<file path="config.mk">
export PLATFORM = sky130hd
export DESIGN_NAME = fetch_stage
export DESIGN_NICKNAME = d
export VERILOG_FILES = /design/src/rtl/fetch_stage_pkg.sv /design/src/rtl/fetch_stage_fd_register.sv /design/src/rtl/fetch_stage.sv
export SDC_FILE = /design/constraint.sdc
export NUM_CORES = 1
export LEC_CHECK = 0
export CAP_MARGIN = 10
export CORE_UTILIZATION = 50
export CTS_CLUSTER_SIZE = 20
export DETAILED_ROUTE_END_ITERATION = 10
export PLACE_DENSITY = 0.86
export SYNTH_ARGS = -nofsm -noshare
export SYNTH_HDL_FRONTEND = slang
export SYNTH_SLANG_ARGS = --single-unit
</file>
<file path="constraint.sdc">
create_clock -name clock -period 7.3 [get_ports clock]
set_clock_uncertainty 0.1 [all_clocks]
set_input_delay 0.73 -clock clock [delete_from_list [all_inputs] [get_ports clock]]
set_output_delay 0.73 -clock clock [all_outputs]
set_load 0.01 [all_outputs]
</file>
<file path="src/rtl/fetch_stage_pkg.sv">
// Shared processor types: fetch FSM states, the NOP bubble word, and the
// instruction/PC types used by the fetch stage and the execute control.
package fetch_stage_pkg;

   typedef logic [31:0] instr_t;
   typedef logic [31:0] pc_t;

   typedef enum logic [1:0] {
      ST_BOOT   = 2'd0,
      ST_RUN    = 2'd1,
      ST_HALTED = 2'd2
   } fetch_state_t;

   localparam instr_t NOP_WORD_C = 32'd0;

   // Word-addressed increment; wraps modulo 2^32.
   function automatic pc_t pc_inc(input pc_t p);
      return p + 32'd1;
   endfunction

endpackage

</file>
<file path="src/rtl/fetch_stage_fd_register.sv">
// F/D pipeline latch: flush beats load, load beats hold; async active-high reset.
// Reset and flush both leave a NOP bubble with valid low.
module fd_register
   import fetch_stage_pkg::*;
#(
   parameter instr_t NOP_WORD = NOP_WORD_C
) (
   input  logic   i_clk,
   input  logic   i_rst,
   input  logic   i_load,
   input  logic   i_flush,
   input  instr_t i_instr,
   input  pc_t    i_pc,
   output instr_t o_instr,
   output pc_t    o_pc,
   output logic   o_valid
);

   instr_t r_instr;
   pc_t    r_pc;
   logic   r_valid;

   // A flush keeps the last fd_pc; only the instruction and valid flag are bubbled.
   always_ff @(posedge i_clk or posedge i_rst) begin
      if (i_rst) begin
         r_instr <= NOP_WORD;
         r_pc    <= 32'd0;
         r_valid <= 1'b0;
      end else if (i_flush) begin
         r_instr <= NOP_WORD;
         r_valid <= 1'b0;
      end else if (i_load) begin
         r_instr <= i_instr;
         r_pc    <= i_pc;
         r_valid <= 1'b1;
      end
   end

   assign o_instr = r_instr;
   assign o_pc    = r_pc;
   assign o_valid = r_valid;

endmodule

</file>
<file path="src/rtl/fetch_stage.sv">
// Instruction fetch: PC register, BOOT/RUN/HALTED FSM and F/D register.
// In RUN the priority is halt, then redirect, then stall, then normal fetch.
module fetch_stage
   import fetch_stage_pkg::*;
#(
   parameter pc_t    RESET_PC = 32'd0,
   parameter int     ADDR_W   = 12,
   parameter instr_t NOP_WORD = NOP_WORD_C
) (
   input  logic              clock,
   input  logic              reset,
   input  logic              stall,
   input  logic              redirect_valid,
   input  pc_t               redirect_target,
   input  logic              halt,
   output logic [ADDR_W-1:0] imem_addr,
   input  instr_t            imem_data,
   output instr_t            fd_instruction,
   output pc_t               fd_pc,
   output logic              fd_valid,
   output pc_t               pc,
   output logic [31:0]       fetch_count
);

   fetch_state_t r_state;
   pc_t          r_pc;
   logic [31:0]  r_fetch_count;

   logic w_run;
   logic w_halt_now;
   logic w_redirect;
   logic w_advance;
   logic w_flush;
   pc_t  w_pc_inc;

   assign w_run      = (r_state == ST_RUN);
   assign w_halt_now = w_run && halt;
   assign w_redirect = w_run && !halt && redirect_valid;
   assign w_advance  = w_run && !halt && !redirect_valid && !stall;
   // HALTED keeps flushing so the F/D register can never hold a live word there.
   assign w_flush    = w_halt_now || w_redirect || (r_state == ST_HALTED);
   assign w_pc_inc   = pc_inc(r_pc);

   always_ff @(posedge clock or posedge reset) begin
      if (reset) begin
         r_state       <= ST_BOOT;
         r_pc          <= RESET_PC;
         r_fetch_count <= 32'd0;
      end else begin
         case (r_state)
            ST_BOOT: begin
               r_state <= ST_RUN;
            end
            ST_RUN: begin
               if (halt) begin
                  r_state <= ST_HALTED;
               end else if (redirect_valid) begin
                  r_pc <= redirect_target;
               end else if (!stall) begin
                  r_pc          <= w_pc_inc;
                  r_fetch_count <= r_fetch_count + 32'd1;
               end
            end
            ST_HALTED: begin
               r_state <= ST_HALTED;
            end
            default: begin
               r_state <= ST_BOOT;
            end
         endcase
      end
   end

   fd_register #(
      .NOP_WORD (NOP_WORD)
   ) u_fd_register (
      .i_clk   (clock),
      .i_rst   (reset),
      .i_load  (w_advance),
      .i_flush (w_flush),
      .i_instr (imem_data),
      .i_pc    (w_pc_inc),
      .o_instr (fd_instruction),
      .o_pc    (fd_pc),
      .o_valid (fd_valid)
   );

   assign imem_addr   = r_pc[ADDR_W-1:0];
   assign pc          = r_pc;
   assign fetch_count = r_fetch_count;

endmodule

</file>
Yosys cells after proc, flatten, opt, wreduce, memory -nomap -nowiden
Index checks and enable logic that the tools add are counted.
Cells by class
  add/sub/neg operators: 2
  eq/ne operators: 4
  muxes and demuxes: 8
  bitwise gates (word level): 4
  reductions and logical operators: 15
Operators by type and width (number)
  $mux 32: 4
  $add 32x1->32 const B: 2
  $pmux 2 s3: 1
  $logic_and 1x1->1: 5
  $not 1->1: 4
  $reduce_and 4->1: 1
  $logic_not 1->1: 3
  $reduce_and 3->1: 1
  $eq 2x1->1 const B: 1
  $eq 2x2->1 const B: 1
  $logic_not 2->1: 1
  $logic_or 1x1->1: 2
  $mux 1: 2
  $mux 2: 1
  $ne 2x1->1 const B: 1
  $ne 2x2->1 const B: 1
  $reduce_and 2->1: 1
  $reduce_bool 2->1: 1
Word-level totals
  register bits: 131
  input bits: 69
  output and inout port bits: 141
  word-level logic and storage cells: 39

Depth between registers and ports, before layout
Gate-level depths: netlist of run 1.
  depth in word-level cells: 7
  gate-level depth with buffers: 9
  mapped depth without buffers: 7

Hierarchy
Synthesis of run 1 repeated with hierarchy kept, for this count alone.
Second synthesis, totals
  cells, all modules: 667
  area, all modules: 6986.7 um2
By module, submodules not included
  fetch_stage: times used 1, cells an instance 490, area each 4334.2 um2, sequential area each 1651.6 um2
  fd_register: times used 1, cells an instance 177, area each 2652.5 um2, sequential area each 1626.6 um2

Worst setup path after synthesis of run 1
No wires, ideal clock.
  path kind: input port to flip-flop
  start: input port redirect_valid
  end: register r_fetch_count[29], in the netlist fetch_count[29]
  setup time: 0.126 ns
  data arrival time: 2.444 ns
  required time: 7.074 ns
  setup slack: 4.630 ns
  stages on the path: 7
  buffers on the path: 2
  path through: clkbuf_1 -> nor4b_4 -> nand4_1 -> or4_1 -> clkbuf_1 -> nand2b_1 -> xnor2_1
Between the ends
  cells in the longest elaborated chain, start to end: 2
RTL lines
  start: declaration: line fetch_stage.sv:13  | input logic redirect_valid,
  $not 1->1 (no source line)
  $reduce_and 4->1 (no source line)
  end signal: assignment: line fetch_stage.sv:61  | r_fetch_count <= r_fetch_count + 32'd1;
  end: declaration: line fetch_stage.sv:27  | logic [31:0] r_fetch_count;
No other way between the ends.
A chain may end at the register's enable or synchronous reset.

Worst setup path in the final report of run 1
  start: input port redirect_valid
  end: register u_fd_register.r_instr[15], in the netlist u_fd_register.o_instr[15]
Between the ends
  cells in the longest elaborated chain, start to end: 4
  elaborated cells on any way between the ends: 8
  classes of those cells: 1 x mux; 7 x reduce/logical
RTL lines
  $logic_and 1x1->1 / $logic_not 1->1 (equally long branches): line fetch_stage.sv:38, fetch_stage.sv:39
  $logic_or 1x1->1 / $logic_and 1x1->1 (equally long branches) (2 in a row): line fetch_stage.sv:41, fetch_stage.sv:39
  $mux 32 / $reduce_bool 2->1 (equally long branches)
  end signal: assignment: line fetch_stage_fd_register.sv:33  | r_instr <= i_instr;
  end: declaration: line fetch_stage_fd_register.sv:19  | instr_t r_instr;
Several ways; a longest one is shown, not always the timed one.

==> metrics, run 1 <==
status=complete, no violations; routed vias=~5700; first-pass GRT wire length=around 29 mm; CTS resizes=0; DR DRC count=0; Final setup viols=0; Syn-to-layout area delta=42.9%; Post-Route WL=around 18 mm; dpl hpwl=between 10 and 15 mm; Clock Power Share=0.261; n_diodes=0; Slew Limit Fails=0; Vias/cell=between 5 and 6; Hold WC Path Type=reg2reg; TritonCTS clock tree=built; Final ANT Viol Nets=0; worst skew pair latency=approximately 0.42 ns; Post-CTS Hold Fix Bufs=0; final hold viol count=0; critical-path maximum fanout=51; pin count of the biggest net entering global routing=71; Peak VDD IR=approximately 0.00021 V; DRT Pass-1 Iters=5; placed instance area=about 8400 sq um; Top-Level Pins=210; commonest non-fill, non-tap cell in the layout=clkdlybuf4s50_1; antenna violations before repair=0; min-delay src=fetch_count[31]; P_sw=between 1 and 1.5 mW; Num CTS Buffers=17; drt wl/cell=between 15 and 20 um; number of nets in the layout=889; worst slew pin tran=~1.1 ns; Power Internal=2.11 mW; Initial Util=0.519; synthesis warning total=0; Reg clk slew, reported paths=roughly 0.05 ns; Post-Syn Area per Cell=9.96 sq um; Post-Layout Inst Area=~9000 sq um; number of global-route vias before repair=roughly 5600; logic gate share of total power=0.362; Leak Pwr=3.73 nW; layout cell share with drive strength beyond 1=0.0533; clock tree buffer depth=2; CTS Root Cell=clkbuf_16; Die W=roughly 110 um; Final Cycle Share=0.422; Reg2Reg Depth=6; most frequent cells in the layout=209 x clkdlybuf4s50_1, 131 x dfrtp_1, 74 x nor2_1, 46 x nand2_1, 45 x a21oi_1; Reg2Reg Setup Slack=around 4.4 ns; Site Rows=40; initial drt markers=between 500 and 600; terminus of the critical flop-to-flop path=pc[24]; Slew Limit Headroom=0.260; Syn Inst Count=631; Power Density=around 350 nW/um^2; clk sinks=between 100 and 150; CP endpoint kind=register; postcts setup bufs=0; max-cap violations=0; Period minus WS final=slightly above 3 ns; CP Data Required Time=7.54 ns; Fin Setup TNS=0 ns; startpoint type of the worst setup path=input pin; area of the mapped netlist=~6300 sq um; die area=about 13000 sq um; Core Area=12100 sq um; # H-tree levels=4; hold endpoint=fetch_count[31]; Vert. Die Dim=114 um; switching share of total power=0.339; GRT overflow=0; total global-route track usage=0.290; Worst R2R Start=pc[0]; IO buf count=209; syn nets=slightly above 700; CP Class=in2reg; register bit total from synthesis=131; share of power burned in registers=0.377; Hold Crit Depth=1; Cell variety after synth=42; global placement routability congestion=just over 0.9; Critical Path AT=3.32 ns; RSZ-0062 raised after global routing=no; sequential fraction of the synthesis area=0.521; Max Fclk=~320 MHz
-- cell type report --
type,instances,area (sq um)
clock inverter,5,75.1
sequential,131,3280
timing repair buffer,215,2140
tap,168,210
clock buffer,25,495
inverter,11,46.3
fill,861,3130
multi-input combinational,439,2740
-- cell families (layout without fill, tap and decap cells) --
kind of cell	Yosys count	count (layout)	share of synthesized area
DFF	131	131	0.521
and+or+nand+nor	208	208	0.164
buffers and inverters	61	256	0.0452
muxes	2	2	0.00338
AOI/OAI and AO/OA	164	164	0.173
xor gates and xnor gates	60	60	0.0836
adders and majority gates	5	5	0.00995
-- through the flow --
stage          std cells  total power [mW]  setup WS [ns]  utilization  hold WS, ns
2_1_floorplan        631              1.73           2.97            -        0.404
3_3_place_gp         964              2.32           3.94        0.694        0.363
3_5_place_dp         964              2.35           3.82        0.694        0.357
4_1_cts              994              3.19           4.23        0.742        0.368
5_1_grt              994              3.34           4.03        0.742        0.397
6_report             994              3.19           4.22        0.742        0.370
-- Yosys cell counts (all sizes together) --
master	instances	area, sq um
mux2	1	11.3
nand4	13	87.6
clkbuf	29	109
xor2	22	193
a22o	32	280
and3	9	56.3
a21o	1	7.51
nor2	75	282
mux2i	1	10.0
o2bb2ai	2	17.5
o22a	7	61.3
a31oi	11	68.8
or3b	1	8.76
a21oi	48	244
dfrtp	131	3280
ha	5	62.6
and2	2	12.5
or3	3	18.8
and4	8	70.1
or4	5	41.3
nand3	24	120
nor3	7	35.0
o21a	8	60.1
xnor2	38	333
nand2	46	173
nor4	8	62.6
nand2b	3	18.8
o21ai	28	140
a2bb2oi	11	96.3
o22ai	9	56.3
nor4b	1	23.8
a22oi	7	52.6
buf	21	134
inv	11	41.3
nor2b	2	12.5
nor3b	1	7.51
-- worst max-delay path by stage --
stage / startpoint / endpoint / slack (ns) / cells past startpoint
3_3_place_gp: redirect_valid / u_fd_register.o_pc[28] / 3.94 / 8
6_report: redirect_valid / u_fd_register.o_instr[15] / 4.22 / 7
2_1_floorplan: reset / fetch_count[0] / 2.97 / 1
3_5_place_dp: redirect_valid / u_fd_register.o_instr[15] / 3.82 / 7
4_1_cts: redirect_valid / u_fd_register.o_instr[15] / 4.23 / 7
5_1_grt: redirect_valid / u_fd_register.o_pc[29] / 4.03 / 8
-- critical path, stage by stage --
cell             delay (ns)
clkdlybuf4s50_1        0.40
buf_4                  0.26
nor2_1                 0.19
nand2_1                0.16
nor2_4                 0.74
buf_4                  0.57
a22o_1                 0.22
-- power groups by stage --
| stage | Combinational [mW] | Sequential, mW | Clock [mW] |
|---|---|---|---|
| 6_report | 1.15 | 1.20 | 0.833 |
| 5_1_grt | 1.24 | 1.23 | 0.871 |
| 4_1_cts | 1.16 | 1.20 | 0.835 |
| 3_5_place_dp | 1.15 | 1.20 | 0 |
| 3_3_place_gp | 1.12 | 1.20 | 0 |
| 2_1_floorplan | 0.509 | 1.22 | 0 |
-- state kept, by name, summed over array words and instances (netlist names) --
signal	cells
u_fd_register.o_valid	1
u_fd_register.o_pc	32
fetch_count	32
r_state	2
pc	32
u_fd_register.o_instr	32
-- metal layers --
metal / vias up / share of wire / wire, um / global-route usage
met5: - / 0 / 0 / 0
met4: 0 / 0.017 / 312 / 0.105
met3: 29 / 0.084 / 1550 / 0.0836
met2: 307 / 0.49 / 9080 / 0.484
met1: 2799 / 0.40 / 7420 / 0.358
li1: 2603 / - / - / -
Note: power is estimated with default switching activity, not from simulation.
==> run 2: changes to the inputs <==
--- a/config.mk
+++ b/config.mk
@@ -6,10 +6,10 @@
 export NUM_CORES = 1
 export LEC_CHECK = 0
 export CAP_MARGIN = 10
-export CORE_UTILIZATION = 50
+export CORE_UTILIZATION = 42
 export CTS_CLUSTER_SIZE = 20
 export DETAILED_ROUTE_END_ITERATION = 10
-export PLACE_DENSITY = 0.86
+export PLACE_DENSITY = 0.77
 export SYNTH_ARGS = -nofsm -noshare
 export SYNTH_HDL_FRONTEND = slang
 export SYNTH_SLANG_ARGS = --single-unit
==> constraint.sdc (replaced) <==
create_clock -name clock -period 2.58 [get_ports clock]
set_clock_uncertainty 0.1 [all_clocks]
set_input_delay 0.258 -clock clock [delete_from_list [all_inputs] [get_ports clock]]
set_output_delay 0.258 -clock clock [all_outputs]
set_load 0.01 [all_outputs]
==> metrics, run 2 (same netlist as run 1, synthesis figures left out) <==
Top-Level Pins=210 (unchanged); routed vias=5643 (-1.7%); Reg clk slew, reported paths=0.05 ns (about the same); Post-Route WL=17.8 mm (-2.9%); clock tree buffer depth=2 (unchanged); Filler Cell Count=1181 (+37%); startpoint type of the worst setup path=register; hold_ws=0.302 ns (-0.0678 ns); Final ANT Viol Nets=0 (unchanged); Vert. Die Dim=124 um (+9.0%); RSZ-0062 raised after global routing=no; drt wl/cell=17.2 um (-7.2%); Max Fclk=416 MHz; DR DRC count=0 (unchanged); Die W=124 um (+9.0%); Slew Limit Headroom=0.520 (+0.261); Crit path largest cell delay=0.63 ns (-0.11 ns); n_diodes=0 (unchanged); Initial Util=0.431 (-0.0881); first-pass GRT wire length=29.5 mm (+2.4%); Final Cycle Share=0.931; pin count of the biggest net entering global routing=132 (+86%); Leak Pwr=3.88 nW (+3.9%); Syn-to-layout area delta=46.9%; CP endpoint kind=register; Fin Setup TNS=0 ns (unchanged); Site Rows=44 (+10%); Crit-path slowest cell=or4_1; worst skew pair latency=0.42 ns (about the same); Power Density=987 nW/um^2 (+180%); Reg2Reg Setup Slack=0.18 ns (-4.18 ns); Buf+Inv Stages, Crit Path=1 (-2); Post-CTS Hold Fix Bufs=0 (unchanged); Vias/cell=5.43 (-6.0%); Peak VDD IR=0.000643 V (+210%); worst slew pin tran=0.719 ns (-0.391 ns); global placement routability congestion=0.853 (-7.0%); postcts setup bufs=0 (unchanged); # H-tree levels=4 (unchanged); post-layout util=0.633 (-0.109); layout cell share with drive strength beyond 1=0.0876 (+0.0343); status=complete, no violations; critical-path maximum fanout=6 (-88%); most frequent cells in the layout=209 x clkdlybuf4s50_1, 131 x dfrtp_1, 74 x nor2_1, 46 x nand2_1, 45 x a21oi_1; dpl hpwl=12.6 mm (-1.5%); Slew Limit Fails=0 (unchanged); max-cap violations=0 (unchanged); number of nets in the layout=919 (+3.4%); Core Area=14600 sq um (+20%); Period minus WS final=around 2.4 ns; Num CTS Buffers=17 (unchanged); sequence of cells on the critical path=inv_1, ha_1, nor4b_4, nand3_1, or4_1, nor2_1, xor2_1; initial drt markers=361 (-37%); CTS resizes=0 (unchanged); die area=15500 sq um (+19%); commonest non-fill, non-tap cell in the layout=clkdlybuf4s50_1; clk sinks=131 (unchanged); DRT Pass-1 Iters=5 (unchanged); TritonCTS clock tree=built; IO buf count=209 (unchanged); Final setup viols=0 (unchanged); final hold viol count=0 (unchanged); CP Class=reg2reg; number of global-route vias before repair=5663 (+1.1%); family with the most delay on the worst path=simple AND/OR/NAND/NOR gates; total global-route track usage=0.239 (-0.0503); GRT overflow=0 (unchanged); Hold WC Path Type=in2async; CP Data Required Time=2.81 ns (-4.73 ns); Critical Path AT=2.64 ns (-0.68 ns); CTS Root Cell=clkbuf_16; antenna violations before repair=0 (unchanged)
run 2: metal layers:
| metal | global-route usage | part of all wire |
|---|---|---|
| met1 | 0.318 | 0.44 |
| met5 | 0 | 0 |
| met2 | 0.373 | 0.48 |
| met3 | 0.0666 | 0.062 |
| met4 | 0.0879 | 0.019 |
run 2: final timing paths:
check / endpoint / depth (start not counted) / start
min reg2reg: fetch_count[31] / 1 / fetch_count[31]
max reg2reg: fetch_count[26] / 7 / r_state[1]
min in group clock: pc[0] / 3 / redirect_target[0]
min: fetch_count[5] / 3 / reset
max in group asynchronous: u_fd_register.o_pc[17] / 3 / reset
max: fetch_count[26] / 7 / r_state[1]
run 2: worst reg2reg max path, stage by stage (launching register included):
cell     delay [ns]
dfrtp_1        0.38
inv_1          0.11
ha_1           0.28
nor4b_4        0.30
nand3_1        0.17
or4_1          0.63
nor2_1         0.19
xor2_1         0.17
run 2: where the power goes:
group	switching [mW]	leakage [nW]	internal (mW)
sequential	0.561	1.68	2.64
clock	0.842	0.279	1.43
combinational	1.67	1.91	1.97
total	3.07	3.88	6.04
run 2: metrics by stage:
| step | power, mW | setup WS, ns | std cells | area (sq um) |
|---|---|---|---|---|
| finish | 9.12 | 0.178 | 1040 | 9240 |
| global route | 9.63 | 0.0232 | 1040 | 9240 |
| CTS | 9.18 | 0.145 | 1040 | 9240 |
| detailed placement | 6.86 | 0.0567 | 1010 | 8680 |
| global placement | 6.75 | 0.0952 | 1010 | 8680 |
| floorplan | 4.89 | 0.199 | 631 | 6290 |
run 2: final cells by class:
class / count / area [sq um] / area share
Clock buffer: 25 / 505 / 0.0547
Clock inverter: 5 / 50.0 / 0.00542
Inverter: 11 / 45.0 / 0.00488
Multi-Input combinational cell: 439 / 2740 / 0.297
Sequential cell: 131 / 3280 / 0.355
Tap cell: 184 / 230 / 0.0249
Timing Repair Buffer: 245 / 2390 / 0.259
==> run 3: changes to the inputs <==
--- a/config.mk
+++ b/config.mk
@@ -6,10 +6,13 @@
 export NUM_CORES = 1
 export LEC_CHECK = 0
 export CAP_MARGIN = 10
-export CORE_UTILIZATION = 42
+export CELL_PAD_IN_SITES_DETAIL_PLACEMENT = 1
+export CELL_PAD_IN_SITES_GLOBAL_PLACEMENT = 1
+export CORE_UTILIZATION = 31
 export CTS_CLUSTER_SIZE = 20
 export DETAILED_ROUTE_END_ITERATION = 10
-export PLACE_DENSITY = 0.77
+export PLACE_DENSITY_LB_ADDON = 0.1
+export SLEW_MARGIN = 30
 export SYNTH_ARGS = -nofsm -noshare
 export SYNTH_HDL_FRONTEND = slang
 export SYNTH_SLANG_ARGS = --single-unit
==> metrics, run 3 (same netlist as run 1, synthesis figures left out) <==
drt wl/cell=18.6 um (+8.4%); status=complete, no violations; IO buf count=209 (unchanged); first-pass GRT wire length=33.3 mm (+13%); n_diodes=0 (unchanged); clk sinks=131 (unchanged); Initial Util=0.320 (-0.111); pin count of the biggest net entering global routing=57 (-57%); share of power burned in registers=0.348 (-0.003); Final ANT Viol Nets=0 (unchanged); Seq. cell area=3280 sq um (unchanged); Core Area=19700 sq um (+35%); global placement routability congestion=0.766 (-10%); Filler Cell Count=2222 (+88%); initial drt markers=218 (-40%); logic gate share of total power=0.386 (-0.013); worst skew pair latency=0.42 ns (about the same); Fin Setup TNS=0 ns (unchanged); Vias/cell=5.03 (-7.2%); Crit-path slowest cell=or4_1; layout cell share with drive strength beyond 1=0.101 (+0.0131); Slew Limit Fails=0 (unchanged); sequence of cells on the critical path=nand4_2, or4_1, or4_4, a21oi_2, a2bb2oi_1; post-layout util=0.481 (-0.152); critical-path maximum fanout=7 (+1); Syn-to-layout area delta=50.5%; Period minus WS final=2.44 ns (+0.0382 ns); CTS resizes=0 (unchanged); Final Cycle Share=0.946 (+0.0148); CTS Root Cell=clkbuf_16; GRT overflow=0 (unchanged); DRT Pass-1 Iters=4 (-1); RSZ-0062 raised after global routing=no; DR DRC count=0 (unchanged); most frequent cells in the layout=208 x clkdlybuf4s50_1, 131 x dfrtp_1, 74 x nor2_1, 46 x nand2_1, 45 x a21oi_1; Max Fclk=410 MHz (-1.6%); number of nets in the layout=926 (+0.76%); Multi-input gate area=2740 sq um (unchanged); max-cap violations=0 (unchanged); antenna violations before repair=0 (unchanged); Slew Limit Headroom=0.557 (+0.0368); TritonCTS clock tree=built; Site Rows=51 (+16%); Num CTS Buffers=17 (unchanged); CP Data Required Time=2.82 ns (about the same); Post-Layout Cell Count=1129 (+8.6%); Top-Level Pins=210 (unchanged); Power, Total=9.37 mW (+2.8%); Post-CTS Hold Fix Bufs=0 (unchanged); postcts setup bufs=0 (unchanged); total placed cells including tap cells=1098 (+8.7%); startpoint type of the worst setup path=register; Post-Layout Inst Area=9460 sq um (+2.4%); # H-tree levels=4 (unchanged); CP Class=reg2reg; placed instance area=8850 sq um (+2.0%); Reg clk slew, reported paths=0.06 ns (about the same); Post-Place Worst Slack=0.104 ns (+0.0472 ns); Clock Power Share=0.266 (+0.016); total global-route track usage=0.209 (-0.0307); Post-Route WL=21.0 mm (+18%); Peak VDD IR=0.000496 V (-23%); Crit path largest cell delay=0.71 ns (+0.08 ns); switching share of total power=0.347 (+0.00962); Power Density=991 nW/um^2 (+0.37%); die area=20900 sq um (+35%); Critical Path AT=2.68 ns (+0.04 ns); number of global-route vias before repair=6079 (+7.3%); Die W=144 um (+16%); CP endpoint kind=register; Hold WC Path Type=in2async; worst slew pin tran=0.658 ns (-0.0613 ns); Final setup viols=0 (unchanged); P_sw=3.25 mW (+5.7%); hold_ws=0.158 ns (-0.144 ns); commonest non-fill, non-tap cell in the layout=clkdlybuf4s50_1; clock tree buffer depth=2 (unchanged); PnR worst setup slack=0.140 ns (-0.0382 ns); final hold viol count=0 (unchanged); dpl hpwl=15.5 mm (+23%); routed vias=5684 (+0.73%); Power Internal=6.12 mW (+1.3%); Vert. Die Dim=144 um (+16%); Leak Pwr=3.93 nW (+1.4%)
-- run 3: power groups by stage --
stage	registers [mW]	logic, mW	clock network, mW
after floorplan	3.45	1.44	0
final	3.26	3.61	2.49
after detailed placement	3.30	3.63	0
after CTS	3.27	3.67	2.55
after global placement	3.26	3.57	0
after global routing	3.36	3.94	2.65
-- run 3: final cells by class --
| cell class | count | share of cell area |
|---|---|---|
| tap | 265 | 0.0351 |
| clock buffer | 17 | 0.0450 |
| clock inverter | 14 | 0.0189 |
| sequential | 131 | 0.347 |
| multi-input combinational | 439 | 0.290 |
| inverter | 11 | 0.00476 |
| timing repair buffer | 252 | 0.260 |
-- run 3: worst paths after layout --
check                           startpoint                     to  slack (ns)  cells after the start
setup / recovery                    pc[14]                 pc[27]        0.14                      5
hold reg to reg            fetch_count[31]        fetch_count[31]        0.38                      1
max in group asynchronous            reset                 pc[14]        1.46                      3
min in group clock          redirect_valid         fetch_count[1]        0.23                      5
setup reg to reg                    pc[14]                 pc[27]        0.14                      5
hold / removal                       reset  u_fd_register.o_pc[6]        0.16                      2
-- run 3: critical path: cells and delay by family (launching register included) --
family,cells,cell delay [ns]
AO/OA/AOI/OAI,2,0.32
flip-flops,1,0.46
AND/OR/NAND/NOR,3,1.49
-- run 3: layer usage --
metal | vias up | GRT usage | routed length [um]
met5 | - | 0 | 0
met4 | 0 | 0.0465 | 136
met3 | 11 | 0.0507 | 1310
met2 | 180 | 0.352 | 10200
met1 | 2824 | 0.269 | 9390
li1 | 2669 | - | -
